## config.mk

```make
export PLATFORM = sky130hd
export DESIGN_NAME = instr_encoder_flat
export DESIGN_NICKNAME = d
export VERILOG_FILES = /design/src/rtl/instr_enc_pkg.sv /design/src/rtl/instr_encoder_if.sv /design/src/rtl/instr_fifo.sv /design/src/rtl/instr_encoder.sv /design/src/flat_wrapper.sv
export SDC_FILE = /design/constraint.sdc
export NUM_CORES = 1
export LEC_CHECK = 0
export ABC_AREA = 1
export CAP_MARGIN = 10
export CELL_PAD_IN_SITES_DETAIL_PLACEMENT = 1
export CELL_PAD_IN_SITES_GLOBAL_PLACEMENT = 2
export CORE_AREA = 2 2 193 195
export DETAILED_ROUTE_END_ITERATION = 6
export DIE_AREA = 0 0 195 197
export GPL_TIMING_DRIVEN = 0
export PLACE_DENSITY = 0.81
export SETUP_SLACK_MARGIN = 0.1
export SYNTH_ARGS = -nofsm -noshare
export SYNTH_HDL_FRONTEND = slang
export SYNTH_HIERARCHICAL = 1
export SYNTH_SLANG_ARGS = --single-unit
export TNS_END_PERCENT = 30
```

## constraint.sdc

```tcl
create_clock -name clk -period 3.4 [get_ports clk]
set_input_delay 0.34 -clock clk [delete_from_list [all_inputs] [get_ports clk]]
set_output_delay 0.34 -clock clk [all_outputs]
set_load 0.03 [all_outputs]
```

## src/rtl/instr_enc_pkg.sv

```systemverilog
// instr_enc_pkg: shared constants, types and helpers for the RV32I
// instruction encoder slice.
//   OPC_OP / OPC_OP_IMM : R-type and I-type ALU opcodes
//   NOP_WORD            : addi x0,x0,0
//   FMT_R / FMT_I       : values of the request format select
//   state_e             : encoder FSM states
//   enc_word()          : packs request fields into a 32-bit word
//   is_legal()          : legality rules for the optional request check
package instr_enc_pkg;

    localparam logic [6:0]  OPC_OP     = 7'b0110011;
    localparam logic [6:0]  OPC_OP_IMM = 7'b0010011;
    localparam logic [31:0] NOP_WORD   = 32'h00000013;

    localparam logic FMT_R = 1'b0;
    localparam logic FMT_I = 1'b1;

    typedef enum logic [1:0] {
        IDLE,
        BUBBLE,
        ISSUE
    } state_e;

    function automatic logic [31:0] enc_word(
        input logic        fmt,
        input logic [6:0]  opcode,
        input logic [4:0]  rd,
        input logic [2:0]  funct3,
        input logic [4:0]  rs1,
        input logic [4:0]  rs2,
        input logic [6:0]  funct7,
        input logic [11:0] imm
    );
        if (fmt == FMT_I)
            return {imm, rs1, funct3, rd, opcode};
        else
            return {funct7, rs2, rs1, funct3, rd, opcode};
    endfunction

    // Shift-immediates carry funct7 in imm[11:5], so the I-type rules
    // inspect that slice for funct3 001 (slli) and 101 (srli/srai).
    function automatic logic is_legal(
        input logic        fmt,
        input logic [6:0]  opcode,
        input logic [2:0]  funct3,
        input logic [6:0]  funct7,
        input logic [11:0] imm
    );
        logic ok;
        if (fmt == FMT_R) begin
            ok = (opcode == OPC_OP) &&
                 ((funct7 == 7'b0000000) ||
                  ((funct7 == 7'b0100000) &&
                   ((funct3 == 3'b000) || (funct3 == 3'b101))));
        end else begin
            ok = (opcode == OPC_OP_IMM);
            if ((funct3 == 3'b001) && (imm[11:5] != 7'b0000000))
                ok = 1'b0;
            if ((funct3 == 3'b101) &&
                (imm[11:5] != 7'b0000000) && (imm[11:5] != 7'b0100000))
                ok = 1'b0;
        end
        return ok;
    endfunction

endpackage

```

## src/rtl/instr_encoder_if.sv

```systemverilog
// instr_encoder_if: request and output-stream bundle of the instruction
// encoder.
//   req_*     : field request with valid/ready handshake
//   out_*     : instruction stream towards decode (valid/ready)
//   err       : sticky illegal-request flag
//   level     : FIFO occupancy
// Modports: master = request producer / stream consumer, slave = encoder.
interface instr_encoder_if #(
    parameter int WIDTH = 32,
    parameter int DEPTH = 4
);

    localparam int LW = $clog2(DEPTH) + 1;

    logic             req_valid;
    logic             req_ready;
    logic             req_fmt;
    logic [6:0]       req_opcode;
    logic [4:0]       req_rd;
    logic [2:0]       req_funct3;
    logic [4:0]       req_rs1;
    logic [4:0]       req_rs2;
    logic [6:0]       req_funct7;
    logic [11:0]      req_imm;
    logic             out_valid;
    logic             out_ready;
    logic [WIDTH-1:0] out_instr;
    logic             err;
    logic [LW-1:0]    level;

    modport master (
        output req_valid, req_fmt, req_opcode, req_rd, req_funct3,
               req_rs1, req_rs2, req_funct7, req_imm, out_ready,
        input  req_ready, out_valid, out_instr, err, level
    );

    modport slave (
        input  req_valid, req_fmt, req_opcode, req_rd, req_funct3,
               req_rs1, req_rs2, req_funct7, req_imm, out_ready,
        output req_ready, out_valid, out_instr, err, level
    );

endinterface

```

## src/rtl/instr_fifo.sv

```systemverilog
// instr_fifo: synchronous DEPTH x WIDTH FIFO.
//   clk, rst     : clock, synchronous active-high reset (clears storage)
//   push, wdata  : write request; ignored while full
//   pop          : read request; ignored while empty
//   rdata        : head word
//   full, empty  : status
//   level        : occupancy, 0..DEPTH
module instr_fifo #(
    parameter int WIDTH = 32,
    parameter int DEPTH = 4
) (
    input  logic                     clk,
    input  logic                     rst,
    input  logic                     push,
    input  logic [WIDTH-1:0]         wdata,
    input  logic                     pop,
    output logic [WIDTH-1:0]         rdata,
    output logic                     full,
    output logic                     empty,
    output logic [$clog2(DEPTH):0]   level
);

    localparam int AW = $clog2(DEPTH);

    logic [WIDTH-1:0] mem_q [DEPTH];
    logic [AW:0]      wr_q;
    logic [AW:0]      rd_q;
    logic             wr_en;
    logic             rd_en;

    // Pointers carry one extra wrap bit so full and empty are distinct.
    assign level = wr_q - rd_q;
    assign full  = (level == (AW + 1)'(DEPTH));
    assign empty = (wr_q == rd_q);
    assign wr_en = push && !full;
    assign rd_en = pop && !empty;
    assign rdata = mem_q[rd_q[AW-1:0]];

    always_ff @(posedge clk) begin
        if (rst) begin
            mem_q <= '{default: '0};
            wr_q  <= '0;
            rd_q  <= '0;
        end else begin
            if (wr_en) begin
                mem_q[wr_q[AW-1:0]] <= wdata;
                wr_q                <= wr_q + 1'b1;
            end
            if (rd_en)
                rd_q <= rd_q + 1'b1;
        end
    end

endmodule

```

## src/rtl/instr_encoder.sv

```systemverilog
// instr_encoder: assembles RV32I R/I-type field requests into instruction
// words, inserts GAP NOP bubbles on a RAW hazard against the last issued
// destination register, and streams the words out through a FIFO.
//   clk, rst : clock, synchronous active-high reset
//   bus      : instr_encoder_if.slave (request handshake, output stream,
//              err, level)
// Build option INSTR_ENC_CHECK_EN: enables the request legality check;
// illegal requests complete the handshake, push nothing and set err.
// Without it every request is encoded and err stays 0.
module instr_encoder
    import instr_enc_pkg::*;
#(
    parameter int WIDTH = 32,
    parameter int DEPTH = 4,
    parameter int GAP   = 2
) (
    input  logic            clk,
    input  logic            rst,
    instr_encoder_if.slave  bus
);

    localparam int         LW      = $clog2(DEPTH) + 1;
    localparam logic [2:0] GAP_CNT = 3'(GAP);

    state_e           state_q;
    logic [2:0]       cnt_q;
    logic [WIDTH-1:0] hold_q;
    logic [4:0]       hold_rd_q;
    logic [4:0]       last_rd_q;
    logic             rdy_q;
    logic             err_q;

    logic             full;
    logic             empty;
    logic [LW-1:0]    level;
    logic             accept;
    logic             hazard;
    logic             legal;
    logic             push;
    logic [WIDTH-1:0] new_word;
    logic [WIDTH-1:0] push_word;
    logic [WIDTH-1:0] head_word;

    assign new_word = enc_word(bus.req_fmt, bus.req_opcode, bus.req_rd,
                               bus.req_funct3, bus.req_rs1, bus.req_rs2,
                               bus.req_funct7, bus.req_imm);

    // With GAP = 0 a hazard needs no bubbles, so it takes the direct path.
    assign hazard = (GAP_CNT != 3'd0) && (last_rd_q != 5'd0) &&
                    ((bus.req_rs1 == last_rd_q) ||
                     ((bus.req_fmt == FMT_R) && (bus.req_rs2 == last_rd_q)));

`ifdef INSTR_ENC_CHECK_EN
    assign legal = is_legal(bus.req_fmt, bus.req_opcode, bus.req_funct3,
                            bus.req_funct7, bus.req_imm);
`else
    assign legal = 1'b1;
`endif

    // rdy_q holds req_ready low through reset and for the first cycle of it.
    assign bus.req_ready = rdy_q && (state_q == IDLE) && !full;
    assign accept        = bus.req_valid && bus.req_ready;

    always_comb begin
        push      = 1'b0;
        push_word = new_word;
        unique case (state_q)
            IDLE:    push = accept && legal && !hazard;
            BUBBLE: begin
                push      = !full;
                push_word = NOP_WORD;
            end
            ISSUE: begin
                push      = !full;
                push_word = hold_q;
            end
            default: push = 1'b0;
        endcase
    end

    // last_rd follows real instructions only: direct pushes update it at
    // accept, held instructions update it when they are finally pushed.
    always_ff @(posedge clk) begin
        if (rst) begin
            state_q   <= IDLE;
            cnt_q     <= '0;
            hold_q    <= '0;
            hold_rd_q <= '0;
            last_rd_q <= '0;
            rdy_q     <= 1'b0;
            err_q     <= 1'b0;
        end else begin
            rdy_q <= 1'b1;
            unique case (state_q)
                IDLE: begin
                    if (accept) begin
                        if (!legal) begin
                            err_q <= 1'b1;
                        end else if (hazard) begin
                            hold_q    <= new_word;
                            hold_rd_q <= bus.req_rd;
                            cnt_q     <= GAP_CNT;
                            state_q   <= BUBBLE;
                        end else begin
                            last_rd_q <= bus.req_rd;
                        end
                    end
                end
                BUBBLE: begin
                    if (!full) begin
                        cnt_q <= cnt_q - 3'd1;
                        if (cnt_q == 3'd1)
                            state_q <= ISSUE;
                    end
                end
                ISSUE: begin
                    if (!full) begin
                        last_rd_q <= hold_rd_q;
                        state_q   <= IDLE;
                    end
                end
                default: state_q <= IDLE;
            endcase
        end
    end

    instr_fifo #(
        .WIDTH (WIDTH),
        .DEPTH (DEPTH)
    ) u_fifo (
        .clk   (clk),
        .rst   (rst),
        .push  (push),
        .wdata (push_word),
        .pop   (bus.out_ready),
        .rdata (head_word),
        .full  (full),
        .empty (empty),
        .level (level)
    );

    assign bus.out_valid = !empty;
    assign bus.out_instr = head_word;
    assign bus.level     = level;
    assign bus.err       = err_q;

endmodule

```

## src/flat_wrapper.sv

```systemverilog
// flat-port wrapper written by rule: the top's interface ports become plain ports
module instr_encoder_flat import instr_enc_pkg::*;
#(
    parameter int WIDTH = 32,
    parameter int DEPTH = 4,
    parameter int GAP   = 2
)
  (clk, rst, bus_req_valid, bus_req_fmt, bus_req_opcode, bus_req_rd, bus_req_funct3, bus_req_rs1, bus_req_rs2, bus_req_funct7, bus_req_imm, bus_out_ready, bus_req_ready, bus_out_valid, bus_out_instr, bus_err, bus_level);
  instr_encoder_if #(.WIDTH(WIDTH), .DEPTH(DEPTH)) bus_i ();
  input  logic clk;
  input  logic rst;
  input wire logic [$bits(bus_i.req_valid)-1:0] bus_req_valid;
  input wire logic [$bits(bus_i.req_fmt)-1:0] bus_req_fmt;
  input wire logic [$bits(bus_i.req_opcode)-1:0] bus_req_opcode;
  input wire logic [$bits(bus_i.req_rd)-1:0] bus_req_rd;
  input wire logic [$bits(bus_i.req_funct3)-1:0] bus_req_funct3;
  input wire logic [$bits(bus_i.req_rs1)-1:0] bus_req_rs1;
  input wire logic [$bits(bus_i.req_rs2)-1:0] bus_req_rs2;
  input wire logic [$bits(bus_i.req_funct7)-1:0] bus_req_funct7;
  input wire logic [$bits(bus_i.req_imm)-1:0] bus_req_imm;
  input wire logic [$bits(bus_i.out_ready)-1:0] bus_out_ready;
  output wire logic [$bits(bus_i.req_ready)-1:0] bus_req_ready;
  output wire logic [$bits(bus_i.out_valid)-1:0] bus_out_valid;
  output wire logic [$bits(bus_i.out_instr)-1:0] bus_out_instr;
  output wire logic [$bits(bus_i.err)-1:0] bus_err;
  output wire logic [$bits(bus_i.level)-1:0] bus_level;
  assign bus_i.req_valid = bus_req_valid;
  assign bus_i.req_fmt = bus_req_fmt;
  assign bus_i.req_opcode = bus_req_opcode;
  assign bus_i.req_rd = bus_req_rd;
  assign bus_i.req_funct3 = bus_req_funct3;
  assign bus_i.req_rs1 = bus_req_rs1;
  assign bus_i.req_rs2 = bus_req_rs2;
  assign bus_i.req_funct7 = bus_req_funct7;
  assign bus_i.req_imm = bus_req_imm;
  assign bus_i.out_ready = bus_out_ready;
  assign bus_req_ready = bus_i.req_ready;
  assign bus_out_valid = bus_i.out_valid;
  assign bus_out_instr = bus_i.out_instr;
  assign bus_err = bus_i.err;
  assign bus_level = bus_i.level;
  instr_encoder #(.WIDTH(WIDTH), .DEPTH(DEPTH), .GAP(GAP)) u_core (.clk(clk), .rst(rst), .bus(bus_i));
endmodule
```

# [Word-level counts from Yosys, hierarchy flattened]
# Cells that the tools add are included.
[op_classes] n_addsub=4 multipliers=0 div=0 n_lt_le_gt_ge=3 n_eq_ne=13 shifts=0 n_mux=24 bitwise=3 reduce_logical=22
[op_table] op="128-bit bitwise mux" n=1
[op_table] op="32-bit 2-to-1 mux" n=4
[op_table] op="32-bit binary-select mux with 2-bit select" n=1
[op_table] op="32-bit demux with 2-bit select" n=1
[op_table] op="32-bit case mux with 2 select lines" n=1
[op_table] op="5-bit 2-to-1 mux" n=3
[op_table] op="5-bit == test" n=2
[op_table] op="2-bit 2-to-1 mux" n=5
[op_table] op="5-bit case mux with 2 select lines" n=1
[op_table] op="1-bit logical AND" n=9
[op_table] op="3-bit 2-to-1 mux" n=3
[op_table] op="4-bit AND reduction" n=2
[op_table] op="3-bit by 1-bit adder with 3-bit output, second input constant" n=2
[op_table] op="3-bit >= comparator, second input constant" n=2
[op_table] op="2-bit by 1-bit != test with 1-bit output, second input constant" n=3
[op_table] op="2-bit != test, second input constant" n=3
[op_table] op="2-bit inverter with 3-bit output" n=2
[op_table] op="2-bit case mux with 3 select lines" n=1
[op_table] op="3-bit case mux with 2 select lines" n=1
[op_table] op="5-bit AND reduction" n=1
[op_table] op="5-bit nonzero test" n=1
[op_table] op="2-bit nonzero test" n=2
[op_table] op="3-bit by 1-bit == test with 1-bit output, second input constant" n=1
[op_table] op="3-bit == test" n=1
[op_table] op="other kinds (14)" n=16
[word_totals] register_bits=182 latch_bits=0 ramBits=0 romBits=0 input_bits=49 output_inout_bits=38 elab_cells=81 memories=0

# [Longest topological paths before layout]
# Gate-level depths: netlist of run 1.
[depth] ltp_word=8 ltp_mapped=18 mapped_depth_nobuf=14

# [Modules after synthesis]
# The synthesis of run 1 kept the hierarchy.
[modules_own_cells] mod="instr_fifo" instances=1 cells_each=1244 area_each_um2=7484.7
[modules_own_cells] mod="instr_encoder" instances=1 cells_each=388 area_each_um2=2553.7

# [Least setup slack after synthesis of run 1]
# OpenSTA, ideal clock, no wires.
[synth_path] kind="register -> register" start="register u_core.u_fifo.wr_q[0]" end="register u_core/u_fifo/mem_q[0] (netlist name)" setup_time_ns=0.110 arrival_ns=3.147 t_required_ns=3.290 slack_ns=0.143 path_stages_with_launch=18 path_buffers=5 cell_sequence="dfxtp_1 -> inv_1 -> ha_1 -> fa_1 -> nand3b_1 -> nand3_2 -> buf_4 -> buf_4 -> inv_1 -> nor3b_2 -> nand2_1 -> a21oi_1 -> buf_2 -> clkbuf_1 -> buf_1 -> nand4_1 -> nand2_1 -> nor2_1"
[synth_between] elab_chain_cells=8
[synth_rtl] element="start: declaration" line_no="instr_fifo.sv:26" text="logic [AW:0] wr_q;"
[synth_rtl] element="start signal: assignment" line_no="instr_fifo.sv:47" text="wr_q <= wr_q + 1'b1;"
[synth_rtl] element="3-bit subtractor *" line_no="instr_fifo.sv:32" text="assign level = wr_q - rd_q;"
[synth_rtl] element="3-bit == test *" line_no="instr_fifo.sv:33" text="assign full = (level == (AW + 1)'(DEPTH));"
[synth_rtl] element="net u_core.full" line_no="instr_encoder.sv:33" text="logic full;"
[synth_rtl] element="1-bit logical NOT *" line_no="instr_encoder.sv:61, instr_encoder.sv:70, instr_encoder.sv:74"
[synth_rtl] element="1-bit logical AND" line_no="instr_encoder.sv:61" text="assign bus.req_ready = rdy_q && (state_q == IDLE) && !full;"
[synth_rtl] element="1-bit logical AND" line_no="instr_encoder.sv:62" text="assign accept = bus.req_valid && bus.req_ready;"
[synth_rtl] element="1-bit logical AND" line_no="instr_encoder.sv:68" text="IDLE: push = accept && legal && !hazard;"
[synth_rtl] element="1-bit case mux with 2 select lines *" line_no="instr_encoder.sv:67" text="unique case (state_q)"
[synth_rtl] element="net u_core.push" line_no="instr_encoder.sv:39" text="logic push;"
[synth_rtl] element="1-bit logical AND *" line_no="instr_fifo.sv:35" text="assign wr_en = push && !full;"
[synth_rtl] element="end signal: indexed assignment" line_no="instr_fifo.sv:46" text="mem_q[wr_q[AW-1:0]] <= wdata;"
[synth_rtl] element="end: declaration" line_no="instr_fifo.sv:25" text="logic [WIDTH-1:0] mem_q [DEPTH];"
# Mark *: on every way through the listed nets, which the timed path passes. The rest lies on a longest branch.
# A chain may end at the register's enable or synchronous reset.

# [Worst setup path after layout of run 1]
[layout_path] start="register u_core.u_fifo.rd_q[0]" end="output port bus_out_instr[4]"
[layout_between] elab_chain_cells=4
[layout_rtl] element="start: declaration" line_no="instr_fifo.sv:27" text="logic [AW:0] rd_q;"
[layout_rtl] element="start signal: assignment" line_no="instr_fifo.sv:50" text="rd_q <= rd_q + 1'b1;"
[layout_rtl] element="2-bit inverter with 3-bit output (implied by the code)" line_no="instr_fifo.sv:37" text="assign rdata = mem_q[rd_q[AW-1:0]];"
[layout_rtl] element="32-bit binary-select mux with 2-bit select" line_no="instr_fifo.sv:37"
[layout_rtl] element="32-bit 2-to-1 mux (implied by the code) (2 in series)" line_no="instr_fifo.sv:37"
[layout_rtl] element="end: declaration" line_no="flat_wrapper.sv:24" text="output wire logic [$bits(bus_i.out_instr)-1:0] bus_out_instr;"
# No other way between the ends. The select of a mux whose other input is x is not followed.

==> metrics.yaml, run 1 <==
status: "finished clean"
clk_path_buf_depth: 2
period_share_pct: 93.26
cp_cell_sequence: "clkbuf_2 -> inv_2 -> clkbuf_2 -> buf_2 -> nand2_1 -> a21oi_1 -> clkdlybuf4s50_1"
synthCells: 1632
grt_max_degree: 17
layout_commonest_cell: "nand2_1"
grt-ovfl-total: 0
path_clk_slew_ns: 0.07
clock.fmax_mhz: 315.4
synthMuxAreaShare_pct: 0.5609
setup_viol: 0
fin_crit_ns: 3.171
slowest_stage: "clkdlybuf4s50_1"
wirelength_met1_um: 17600
cts_inserted_buffers: 17
drc: 0
cts_tree: "done"
postCtsHoldBufs: 0
vias_per_cell: 4.687
syn_to_final_growth_pct: 27.73
nNetsFinal: 1819
fp.dieH_um: 197
dr.pass1.iters: 5
power_mw: 13.09
synth_top_family_by_area: "simple AND/OR/NAND/NOR gates"
cp_max_fo: 10
highest_layer: "met4"
gp_congestion: 0.8282
dieArea_um2: 38420
end_kind: "output pin"
drive_above_1_share_pct: 11.60
place_inst: 2185
cap_violations: 0
hold_viol_final: 0
drv_slew: 0
post_layout_nonfiller_instances: 2236
power_leakage_nw: 5.840
worst_skew_pair.late_latency_ns: 0.45
antenna_found_initial: 0
vdd_drop_max_mv: 0.4067
cts.sinks: 177
rows: 70
hold_path.class: "reg2reg"
yosysWarnings: 6
num_antenna_cells: 0
ant_nets: 0
h-tree-depth: 4
synthSimpleGateAreaFrac_pct: 29.40
crit_top_cell: "clkbuf_2"
synth_area_um2: 10040
synth_nets: 1696
synth-seq-cells: 177
dr_total_vias: 10480
routedWlPerCell_um: 16.91
core_area_um2: 36260
dr_wl_met2_um: 18430
drt_iter0_markers: 451
layout_common_cells: "nand2_1 (353), inv_1 (314), dfxtp_1 (176)"
maxSlewHeadroom_pct: 45.94
grt_pass1_vias: 10480
dr_wl_met3_um: 1118
synthAdderAreaFrac_pct: 1.944
syn_area_per_cell_um2: 6.151
dpl.hpwl_um: 27790
drt-total-wl_um: 37800
ios: 87
max_stage_delay_ns: 0.71
crit_type: "reg2out"
die_w_um: 195
yosysUniqueCellTypes: 31
initial_core_util_pct: 27.68
skew_ns: 0.01489
port-buffer-count: 85
fillers: 4703
crit_arrival_ns: 2.83
yosysSeqAreaShare_pct: 35.30
cp-start-kind: "register"
globalRouteTotalUtil_pct: 19.69
power.density_nw_per_um2: 1021
root_buffer: "clkbuf_16"
rsz0062_at_grt: "yes"
synthXorXnorAreaFrac_pct: 0.1745
grt_pass1_wl_um: 58220
tightestPinTransition_ns: 0.8109
synth_compound_area_share_pct: 13.26
worst_ep_required_time_ns: 3.06
==> state kept, by name, indices dropped and copies added (netlist names) <==
| signal | count |
|---|---|
| u_core/last_rd_q | 5 |
| u_core/u_fifo/mem_q | 128 |
| u_core/hold_q | 32 |
| u_core/cnt_q | 3 |
| u_core/u_fifo/wr_q | 3 |
| u_core/rdy_q | 1 |
| u_core/state_q | 2 |
| u_core/u_fifo/rd_q | 3 |
==> cell type report <==
cell class | count | area (µm²) | share of cell area, %
Multi-Input combinational cell | 954 | 4653 | 36.29
Sequential cell | 177 | 3547 | 27.66
Inverter | 388 | 1460 | 11.39
Timing Repair Buffer | 104 | 1131 | 8.821
Buffer | 113 | 769.5 | 6.001
Tap cell | 468 | 585.6 | 4.567
Clock buffer | 19 | 442.9 | 3.454
Clock inverter | 13 | 232.7 | 1.815
==> per-stage QoR <==
step	utilization, %	worst slack [ns]	hold WS (ns)	cell area [µm²]	TNS (ns)
after CTS	34.33	0.05942	0.4523	12450	0
after global placement	31.65	-1.274	0.4340	11470	-129.42
after floorplan	-	0.1430	0.4091	10040	0
after detailed placement	31.65	-1.309	0.4423	11470	-136.68
after global routing	35.36	0.07041	0.4671	12820	0
final	35.36	0.2291	0.4482	12820	0
==> Yosys cell counts (all sizes together) <==
| cell type | number | share of area [%] |
|---|---|---|
| nand2 | 357 | 13 |
| a21oi | 146 | 7.3 |
| xor2 | 1 | 0.087 |
| o221ai | 3 | 0.26 |
| nor3b | 1 | 0.12 |
| nor2 | 150 | 5.6 |
| conb | 1 | 0.037 |
| o22ai | 24 | 1.5 |
| xnor2 | 1 | 0.087 |
| o21ai | 84 | 4.2 |
| buf | 65 | 3.0 |
| fa | 1 | 0.20 |
| mux2 | 5 | 0.56 |
| nand3 | 22 | 1.2 |
| nor3 | 1 | 0.050 |
| or2 | 13 | 0.81 |
| inv | 388 | 15 |
| clkbuf | 48 | 1.8 |
| ha | 14 | 1.7 |
| dfxtp | 177 | 35 |
| nand3b | 1 | 0.075 |
| nand4 | 129 | 8.0 |
==> path summary, 6_finish.rpt <==
path                              start                       end  slack, ns  cells past startpoint
setup / recovery  u_core/u_fifo/rd_q[0]          bus_out_instr[4]       0.23                      7
hold / removal         u_core/hold_q[9]          u_core/hold_q[9]       0.45                      2
setup reg to reg  u_core/u_fifo/wr_q[0]  u_core/u_fifo/mem_q[116]       0.25                     18
hold reg to reg        u_core/hold_q[9]          u_core/hold_q[9]       0.45                      2
==> cell families (layout without fill, tap and decap cells) <==
logic type               count (synthesis)  count (layout)
multiplexers                             5               5
adder cells (fa/ha/maj)                 15              15
XOR/XNOR                                 2               2
flip-flops                             177             177
AND/OR/NAND/NOR                        674             674
buffers and inverters                  501             637
other                                    1               1
AO/OA/AOI/OAI                          257             257
==> where the power goes <==
part           total (mW)  internal [mW]  switching [mW]
Sequential           2.75           2.51           0.241
Combinational        8.03           2.88            5.15
Clock                2.30           1.40           0.901
Total                13.1           6.80            6.29
==> critical path: cells and delay by family, from the launching register on <==
| family | cells | cell delay [ns] |
|---|---|---|
| DFF | 1 | 0.36 |
| AOI/OAI and AO/OA | 1 | 0.20 |
| and+or+nand+nor | 1 | 0.09 |
| buffers and inverters | 5 | 1.72 |
==> what timing repair did <==
item | CTS | global route
gates resized for setup | 74 | 59
setup endpoints to repair | 206 | 160
buffers inserted | 5 | 6
pin swaps | 3 | 4
endpoints found under the hold margin | 0 | 0
cloned | 2 | 6
==> metal layers <==
layer / global-route usage, % / vias up
li1: - / 5260
met1: 25.08 / 5008
met2: 34.85 / 179
met3: 2.379 / 33
met4: 5.824 / 0
met5: 0 / -
Note: power is estimated with default switching activity, not from simulation.
==> inputs of run 2 (changes only) <==
--- a/config.mk
+++ b/config.mk
@@ -8,12 +8,12 @@
 export ABC_AREA = 1
 export CAP_MARGIN = 10
 export CELL_PAD_IN_SITES_DETAIL_PLACEMENT = 1
-export CELL_PAD_IN_SITES_GLOBAL_PLACEMENT = 2
-export CORE_AREA = 2 2 193 195
+export CELL_PAD_IN_SITES_GLOBAL_PLACEMENT = 1
+export CORE_AREA = 2 2 168 170
 export DETAILED_ROUTE_END_ITERATION = 6
-export DIE_AREA = 0 0 195 197
+export DIE_AREA = 0 0 170 172
 export GPL_TIMING_DRIVEN = 0
-export PLACE_DENSITY = 0.81
+export PLACE_DENSITY = 0.82
 export SETUP_SLACK_MARGIN = 0.1
 export SYNTH_ARGS = -nofsm -noshare
 export SYNTH_HDL_FRONTEND = slang
==> run 2 against run 1 <==
Effect of this change: combinational power decreased by 6.1%; cell area decreased by 4.2%; total power decreased by 5.7%; sequential share of layout area increased by 1.2 points; wire length decreased by 3.8%; register-to-register slack got worse by 0.08 ns; hold slack improved by 0.0058 ns; maximum frequency decreased by 1.8%; flip-flop and latch count unchanged; sequential power about the same; critical endpoint is now u_core/u_fifo/wr_q[0]; largest power group unchanged.
==> metrics.yaml, run 2 (synthesis results as in run 1) <==
status: "finished clean"  # unchanged
layout_commonest_cell: "nand2_1"  # unchanged
fp.dieH_um: 172  # was 197 µm
drt-total-wl_um: 36350  # was 37,800 µm
drive_above_1_share_pct: 10.71  # was 11.60%
die_w_um: 170  # was 195 µm
dpl.hpwl_um: 26360  # was 27,790 µm
grt-ovfl-total: 0  # unchanged
cp-start-kind: "register"  # unchanged
drc: 0  # unchanged
rows: 61  # was 70
pre_cts_slack_ns: -1.163  # was -1.309 ns
fillers: 3702  # was 4,703
num_antenna_cells: 0  # unchanged
crit_top_cell: "buf_8"  # was clkbuf_2
dieArea_um2: 29240  # was 38,420 µm²
vias_per_cell: 5.109  # was 4.687
initial_core_util_pct: 36.53  # was 27.68%
worst_skew_pair.late_latency_ns: 0.44  # was 0.45 ns
drv_slew: 0  # unchanged
cts_inserted_buffers: 17  # unchanged
cp_cell_sequence: "inv_2 -> ha_2 -> fa_2 -> nand3b_1 -> nand3_4 -> buf_8 -> buf_8 -> clkinvlp_4 -> nor3b_4 -> nand2_2 -> a21oi_4 -> buf_6 -> clkbuf_4 -> nand2_1 -> o21ai_0 -> nor2_1"  # was clkbuf_2 -> inv_2 -> clkbuf_2 -> buf_2 -> nand2_1 -> a21oi_1 -> clkdlybuf4s50_1
finalSetupTns_ns: 0  # unchanged
clk_path_buf_depth: 2  # unchanged
period_share_pct: 94.93  # was 93.26%
cap_violations: 0  # unchanged
grt_pass1_wl_um: 57660  # was 58,220 µm
cts_tree: "done"  # unchanged
postCtsHoldBufs: 0  # unchanged
ios: 87  # unchanged
setup_viol: 0  # unchanged
power_leakage_nw: 5.681  # was 5.840 nW
final_util_pct: 44.71  # was 35.36%
dr.pass1.iters: 5  # unchanged
use_met2_pct: 45.50  # was 34.85%
rsz0062_at_grt: "yes"  # unchanged
dr_total_vias: 10740  # was 10,480
globalRouteTotalUtil_pct: 25.28  # was 19.69%
critical_path.endpoint: "u_core/u_fifo/wr_q[0]"  # was bus_out_instr[4]
r2r_start: "u_core/u_fifo/wr_q[0]"  # unchanged
gp_congestion: 0.8544  # was 0.8282
largest_reg_flops: 128  # unchanged
r2r_slack_ns: 0.17  # was 0.25 ns
top_register: "u_core/u_fifo/mem_q"  # unchanged
max_stage_delay_ns: 0.39  # was 0.71 ns
root_buffer: "clkbuf_16"  # unchanged
drt_iter0_markers: 533  # was 451
timing.final.ws_setup_ns: 0.1723  # was 0.2291 ns
clock.fmax_mhz: 309.8  # was 315.4 MHz
vdd_drop_max_mv: 0.3446  # was 0.4067 mV
power_mw: 12.34  # was 13.09 mW
slowest_stage: "fa_2"  # was clkdlybuf4s50_1
met3_usage_pct: 3.410  # was 2.379%
skew_ns: 0.01494  # was 0.01489 ns
layout_common_cells: "nand2_1 (354), inv_1 (314), dfxtp_1 (176)"  # was nand2_1 (353), inv_1 (314), dfxtp_1 (176)
path_clk_slew_ns: 0.07  # about the same
routedWlPerCell_um: 17.29  # was 16.91 µm
cp_max_fo: 10  # unchanged
power.density_nw_per_um2: 1004  # was 1021 nW/µm²
fin_crit_ns: 3.228  # was 3.171 ns
startpoint: "u_core/u_fifo/wr_q[0]"  # was u_core/u_fifo/rd_q[0]
core_area_um2: 27480  # was 36,260 µm²
cts.sinks: 177  # unchanged
grt_max_degree: 17  # unchanged
nNetsFinal: 1809  # was 1,819
crit_arrival_ns: 3.55  # was 2.83 ns
hold_path.class: "reg2reg"  # unchanged
reg2reg_depth: 16  # was 18
ant_nets: 0  # unchanged
h-tree-depth: 4  # unchanged
antenna_found_initial: 0  # unchanged
syn_to_final_growth_pct: 22.37  # was 27.73%
rr_endpoint: "u_core/u_fifo/wr_q[0]"  # was u_core/u_fifo/mem_q[116]
top_regs: "u_core/u_fifo/mem_q x128, u_core/hold_q x32, u_core/last_rd_q x5"  # unchanged
maxSlewHeadroom_pct: 53.88  # was 45.94%
grt_pass1_vias: 11150  # was 10,480
tightestPinTransition_ns: 0.6918  # was 0.8109 ns
top_usage_layer: "met2"  # unchanged
grt_util_met1_pct: 31.06  # was 25.08%
worst_ep_required_time_ns: 3.72  # was 3.06 ns
crit_type: "reg2reg"  # was reg2out
hold_viol_final: 0  # unchanged
port-buffer-count: 85  # unchanged
end_kind: "register"  # was output pin
run 2: cell types whose count changed in the layout (fill, tap and decap cells not counted), moves of 4 or more:
cell / before / now
buf_4: 13 / 17
buf_8: 13 / 8
buf_12: 4 / 0
clkbuf_16: 25 / 19
run 2: worst min path at each step:
| stage | slack, ns | cells after the start | end | startpoint |
|---|---|---|---|---|
| floorplan | 0.41 | 1 | u_core/cnt_q[0] | rst |
| global placement | 0.43 | 2 | u_core/hold_q[11] | u_core/hold_q[11] |
| detailed placement | 0.44 | 2 | u_core/hold_q[9] | u_core/hold_q[9] |
| CTS | 0.45 | 2 | u_core/hold_q[9] | u_core/hold_q[9] |
| global route | 0.48 | 2 | u_core/hold_q[20] | u_core/hold_q[20] |
| finish | 0.45 | 2 | u_core/hold_q[9] | u_core/hold_q[9] |
run 2: worst max-delay path: cells and delay by family (launching register included):
| family | cells | cell delay [ns] |
|---|---|---|
| simple gates | 6 | 0.95 |
| fa+ha+maj | 2 | 0.59 |
| compound gates | 2 | 0.43 |
| flops | 1 | 0.35 |
| buf+inv | 6 | 0.80 |
run 2: power breakdown:
part           leakage (nW)  switching (mW)  internal, mW
logic                  3.96            5.03          2.51
registers              1.44           0.245          2.51
clock network         0.281           0.857          1.19
run 2: stage by stage:
stage / std cells / hold WS, ns / area, µm²
final: 2102 / 0.4539 / 12280
after CTS: 2100 / 0.4535 / 12180
after detailed placement: 2063 / 0.4425 / 11320
after floorplan: 1632 / 0.4091 / 10040
after global placement: 2063 / 0.4324 / 11320
after global routing: 2102 / 0.4791 / 12280
run 2: layout make-up:
class	instances	area (µm²)	area share (%)
Clock buffer	21	460.4	3.748
Clock inverter	9	131.4	1.069
Inverter	388	1460	11.89
Sequential cell	177	3547	28.88
Buffer	113	684.4	5.571
Multi-Input combinational cell	954	4616	37.57
Timing Repair Buffer	94	952.2	7.751
Tap cell	346	432.9	3.524
run 2: timing repair:
| item | CTS | global route |
|---|---|---|
| endpoints found under the setup margin | 191 | 143 |
| pin swaps | 4 | 4 |
| setup buffers | 5 | 1 |
| gates cloned | 2 | 1 |
| hold endpoints to repair | 0 | 0 |
| resized for setup | 67 | 33 |
run 2: routing by layer:
layer,up-vias,routed length [µm]
li1,5237,-
met1,5135,15800
met2,300,18000
met3,68,1693
met4,0,855
met5,-,0
==> inputs of run 3 (changes only) <==
--- a/config.mk
+++ b/config.mk
@@ -14,6 +14,7 @@
 export DIE_AREA = 0 0 170 172
 export GPL_TIMING_DRIVEN = 0
 export PLACE_DENSITY = 0.82
+export REMOVE_ABC_BUFFERS = 1
 export SETUP_SLACK_MARGIN = 0.1
 export SYNTH_ARGS = -nofsm -noshare
 export SYNTH_HDL_FRONTEND = slang
==> run 3 against run 2 <==
Effect of this change: setup slack gained 0.031 ns; wire length up 4.5%; global-route usage shrank 0.13 points; sequential share of layout area shrank 0.48 points; critical path depth increased by 1; cell area rose by 1.8%; via count grew 0.71%; largest power group unchanged.
==> metrics.yaml, run 3 (synthesis results as in run 1) <==
fin_crit_ns: 3.197  # was 3.228 ns
max_stage_delay_ns: 0.37  # was 0.39 ns
num_antenna_cells: 0  # unchanged
tightestPinTransition_ns: 1.057  # was 0.6918 ns
cts_tree: "done"  # unchanged
crit_arrival_ns: 3.57  # was 3.55 ns
drc: 0  # unchanged
slowest_stage: "fa_2"  # unchanged
r2r_start: "u_core/u_fifo/rd_q[0]"  # was u_core/u_fifo/wr_q[0]
vdd_drop_max_mv: 1.370  # was 0.3446 mV
rr_endpoint: "u_core/u_fifo/mem_q[68]"  # was u_core/u_fifo/wr_q[0]
status: "finished clean"  # unchanged
cp-start-kind: "register"  # unchanged
reg2reg_depth: 17  # was 16
grt_pass1_wl_um: 57550  # was 57,660 µm
cts.sinks: 177  # unchanged
root_buffer: "clkbuf_16"  # unchanged
crit_type: "reg2reg"  # unchanged
fp.dieH_um: 172  # unchanged
clock.fmax_mhz: 312.8  # was 309.8 MHz
layout_common_cells: "nand2_1 (346), inv_1 (310), dfxtp_1 (175)"  # was nand2_1 (354), inv_1 (314), dfxtp_1 (176)
skew_ns: 0.009916  # was 0.01494 ns
cts_inserted_buffers: 17  # unchanged
holdCritStartpoint: "u_core/hold_q[25]"  # was u_core/hold_q[9]
ios: 87  # unchanged
worst_ep_required_time_ns: 3.77  # was 3.72 ns
critPathBufInv: 7  # was 6
path_clk_slew_ns: 0.07  # about the same
rsz0062_at_grt: "no"  # was yes
critPathTopFamily: "simple AND/OR/NAND/NOR gates"  # unchanged
h-tree-depth: 4  # unchanged
hold_viol_final: 0  # unchanged
initial_core_util_pct: 36.53  # unchanged
final_util_pct: 45.51  # was 44.71%
cap_violations: 0  # unchanged
drv_slew: 0  # unchanged
clk_path_buf_depth: 2  # unchanged
grt_pass1_vias: 11050  # was 11,150
core_area_um2: 27480  # unchanged
multi_input_area_um2: 4775  # was 4616 µm²
cp_max_fo: 8  # was 10
routedWlPerCell_um: 18.60  # was 17.29 µm
drive_above_1_share_pct: 12.32  # was 10.71%
ant_nets: 0  # unchanged
dieArea_um2: 29240  # unchanged
worst_skew_pair.late_latency_ns: 0.44  # about the same
grt_max_degree: 81  # was 17
antenna_found_initial: 0  # unchanged
drt-total-wl_um: 37990  # was 36,350 µm
seq_area_um2: 3551  # was 3547 µm²
top_register: "u_core/u_fifo/mem_q"  # unchanged
fillers: 3556  # was 3,702
crit_top_cell: "buf_12"  # was buf_8
gp_congestion: 0.8009  # was 0.8544
rows: 61  # unchanged
dr.pass1.iters: 5  # unchanged
cp_cell_sequence: "buf_12 -> ha_2 -> fa_2 -> nand3b_1 -> nand3_4 -> clkinvlp_4 -> nor3b_4 -> nand2_2 -> a21oi_4 -> buf_12 -> buf_16 -> buf_16 -> nand3_4 -> buf_12 -> nand2_1 -> inv_1 -> nor2_1"  # was inv_2 -> ha_2 -> fa_2 -> nand3b_1 -> nand3_4 -> buf_8 -> buf_8 -> clkinvlp_4 -> nor3b_4 -> nand2_2 -> a21oi_4 -> buf_6 -> clkbuf_4 -> nand2_1 -> o21ai_0 -> nor2_1
top_regs: "u_core/u_fifo/mem_q x128, u_core/hold_q x32, u_core/last_rd_q x5"  # unchanged
period_share_pct: 94.02  # was 94.93%
r2r_slack_ns: 0.20  # was 0.17 ns
whs_path_depth: 2  # unchanged
vias_per_cell: 5.297  # was 5.109
wirelength_met1_um: 16700  # was 15,800 µm
drt_iter0_markers: 885  # was 533
setup_viol: 0  # unchanged
grt-ovfl-total: 0  # unchanged
power_mw: 12.74  # was 12.34 mW
port-buffer-count: 85  # unchanged
maxSlewHeadroom_pct: 29.55  # was 53.88%
largest_reg_flops: 128  # unchanged
end_kind: "register"  # unchanged
syn_to_final_growth_pct: 24.55  # was 22.37%
highest_layer: "met4"  # unchanged
dr_total_vias: 10820  # was 10,740
nNetsFinal: 1747  # was 1,809
power.density_nw_per_um2: 1019  # was 1004 nW/µm²
holdWs_ns: 0.4574  # was 0.4539 ns
worstHoldEndpoint: "u_core/hold_q[25]"  # was u_core/hold_q[9]
dr_wl_met3_um: 1901  # was 1693 µm
dr_wl_met2_um: 18440  # was 18,000 µm
dpl.hpwl_um: 20200  # was 26,360 µm
globalRouteTotalUtil_pct: 25.15  # was 25.28%
hold_path.class: "reg2reg"  # unchanged
postCtsHoldBufs: 0  # unchanged
layout_commonest_cell: "nand2_1"  # unchanged
die_w_um: 170  # unchanged
power_leakage_nw: 5.682  # was 5.681 nW
-- run 3: worst max path at each step --
stage	from	endpoint	slack [ns]	cells after the start
final	u_core/u_fifo/rd_q[0]	u_core/u_fifo/mem_q[68]	0.20	17
after global routing	u_core/state_q[0]	u_core/u_fifo/mem_q[69]	0.07	12
after CTS	u_core/u_fifo/rd_q[0]	bus_req_ready	0.08	8
after detailed placement	u_core/u_fifo/rd_q[0]	u_core/u_fifo/mem_q[82]	-2.18	17
after global placement	u_core/u_fifo/rd_q[0]	u_core/u_fifo/mem_q[51]	-15.02	13
after floorplan	u_core/u_fifo/rd_q[0]	u_core/u_fifo/mem_q[100]	-7.47	13
-- run 3: worst register-to-register path, delay by kind of cell (launching register included) --
family | cells | cell delay, ns
adder cells (fa/ha/maj) | 2 | 0.54
AO/OA/AOI/OAI | 1 | 0.17
buffers and inverters | 7 | 0.96
AND/OR/NAND/NOR | 7 | 1.08
flip-flops | 1 | 0.36
-- run 3: where the power goes --
| part | total, mW | internal, mW | leakage, nW | switching [mW] |
|---|---|---|---|---|
| logic | 8.07 | 2.79 | 3.98 | 5.28 |
| clock network | 1.91 | 1.02 | 0.264 | 0.892 |
| registers | 2.77 | 2.52 | 1.44 | 0.253 |
-- run 3: cell type report --
| class | count | area share (%) |
|---|---|---|
| Multi-Input combinational cell | 960 | 38.19 |
| Timing Repair Buffer | 139 | 13.72 |
| Inverter | 388 | 11.76 |
| Sequential cell | 177 | 28.40 |
| Clock buffer | 21 | 3.843 |
| Clock inverter | 11 | 0.6304 |
| Tap cell | 346 | 3.462 |
-- run 3: timing repair --
action	4_1_cts	5_1_grt
endpoints found under the setup margin	187	147
pin swaps	4	8
setup buffers	18	12
cloned	10	3
gates resized for setup	16	20
-- run 3: per-stage QoR --
stage	worst slack, ns	instances	instance area [µm²]	TNS (ns)
3_5_place_dp	-2.176	1967	11280	-264.10
5_1_grt	0.07083	2042	12500	0
4_1_cts	0.08075	2027	12280	0
2_1_floorplan	-7.467	1519	9555	-1008.38
6_report	0.2033	2042	12500	0
3_3_place_gp	-15.02	1950	10840	-2110.17
-- run 3: per-layer routing --
layer  up-vias  GRT usage [%]
met1      5281          30.74
li1       5135              -
met5         -              0
met4         0          10.18
met3        68          3.639
met2       332          44.54
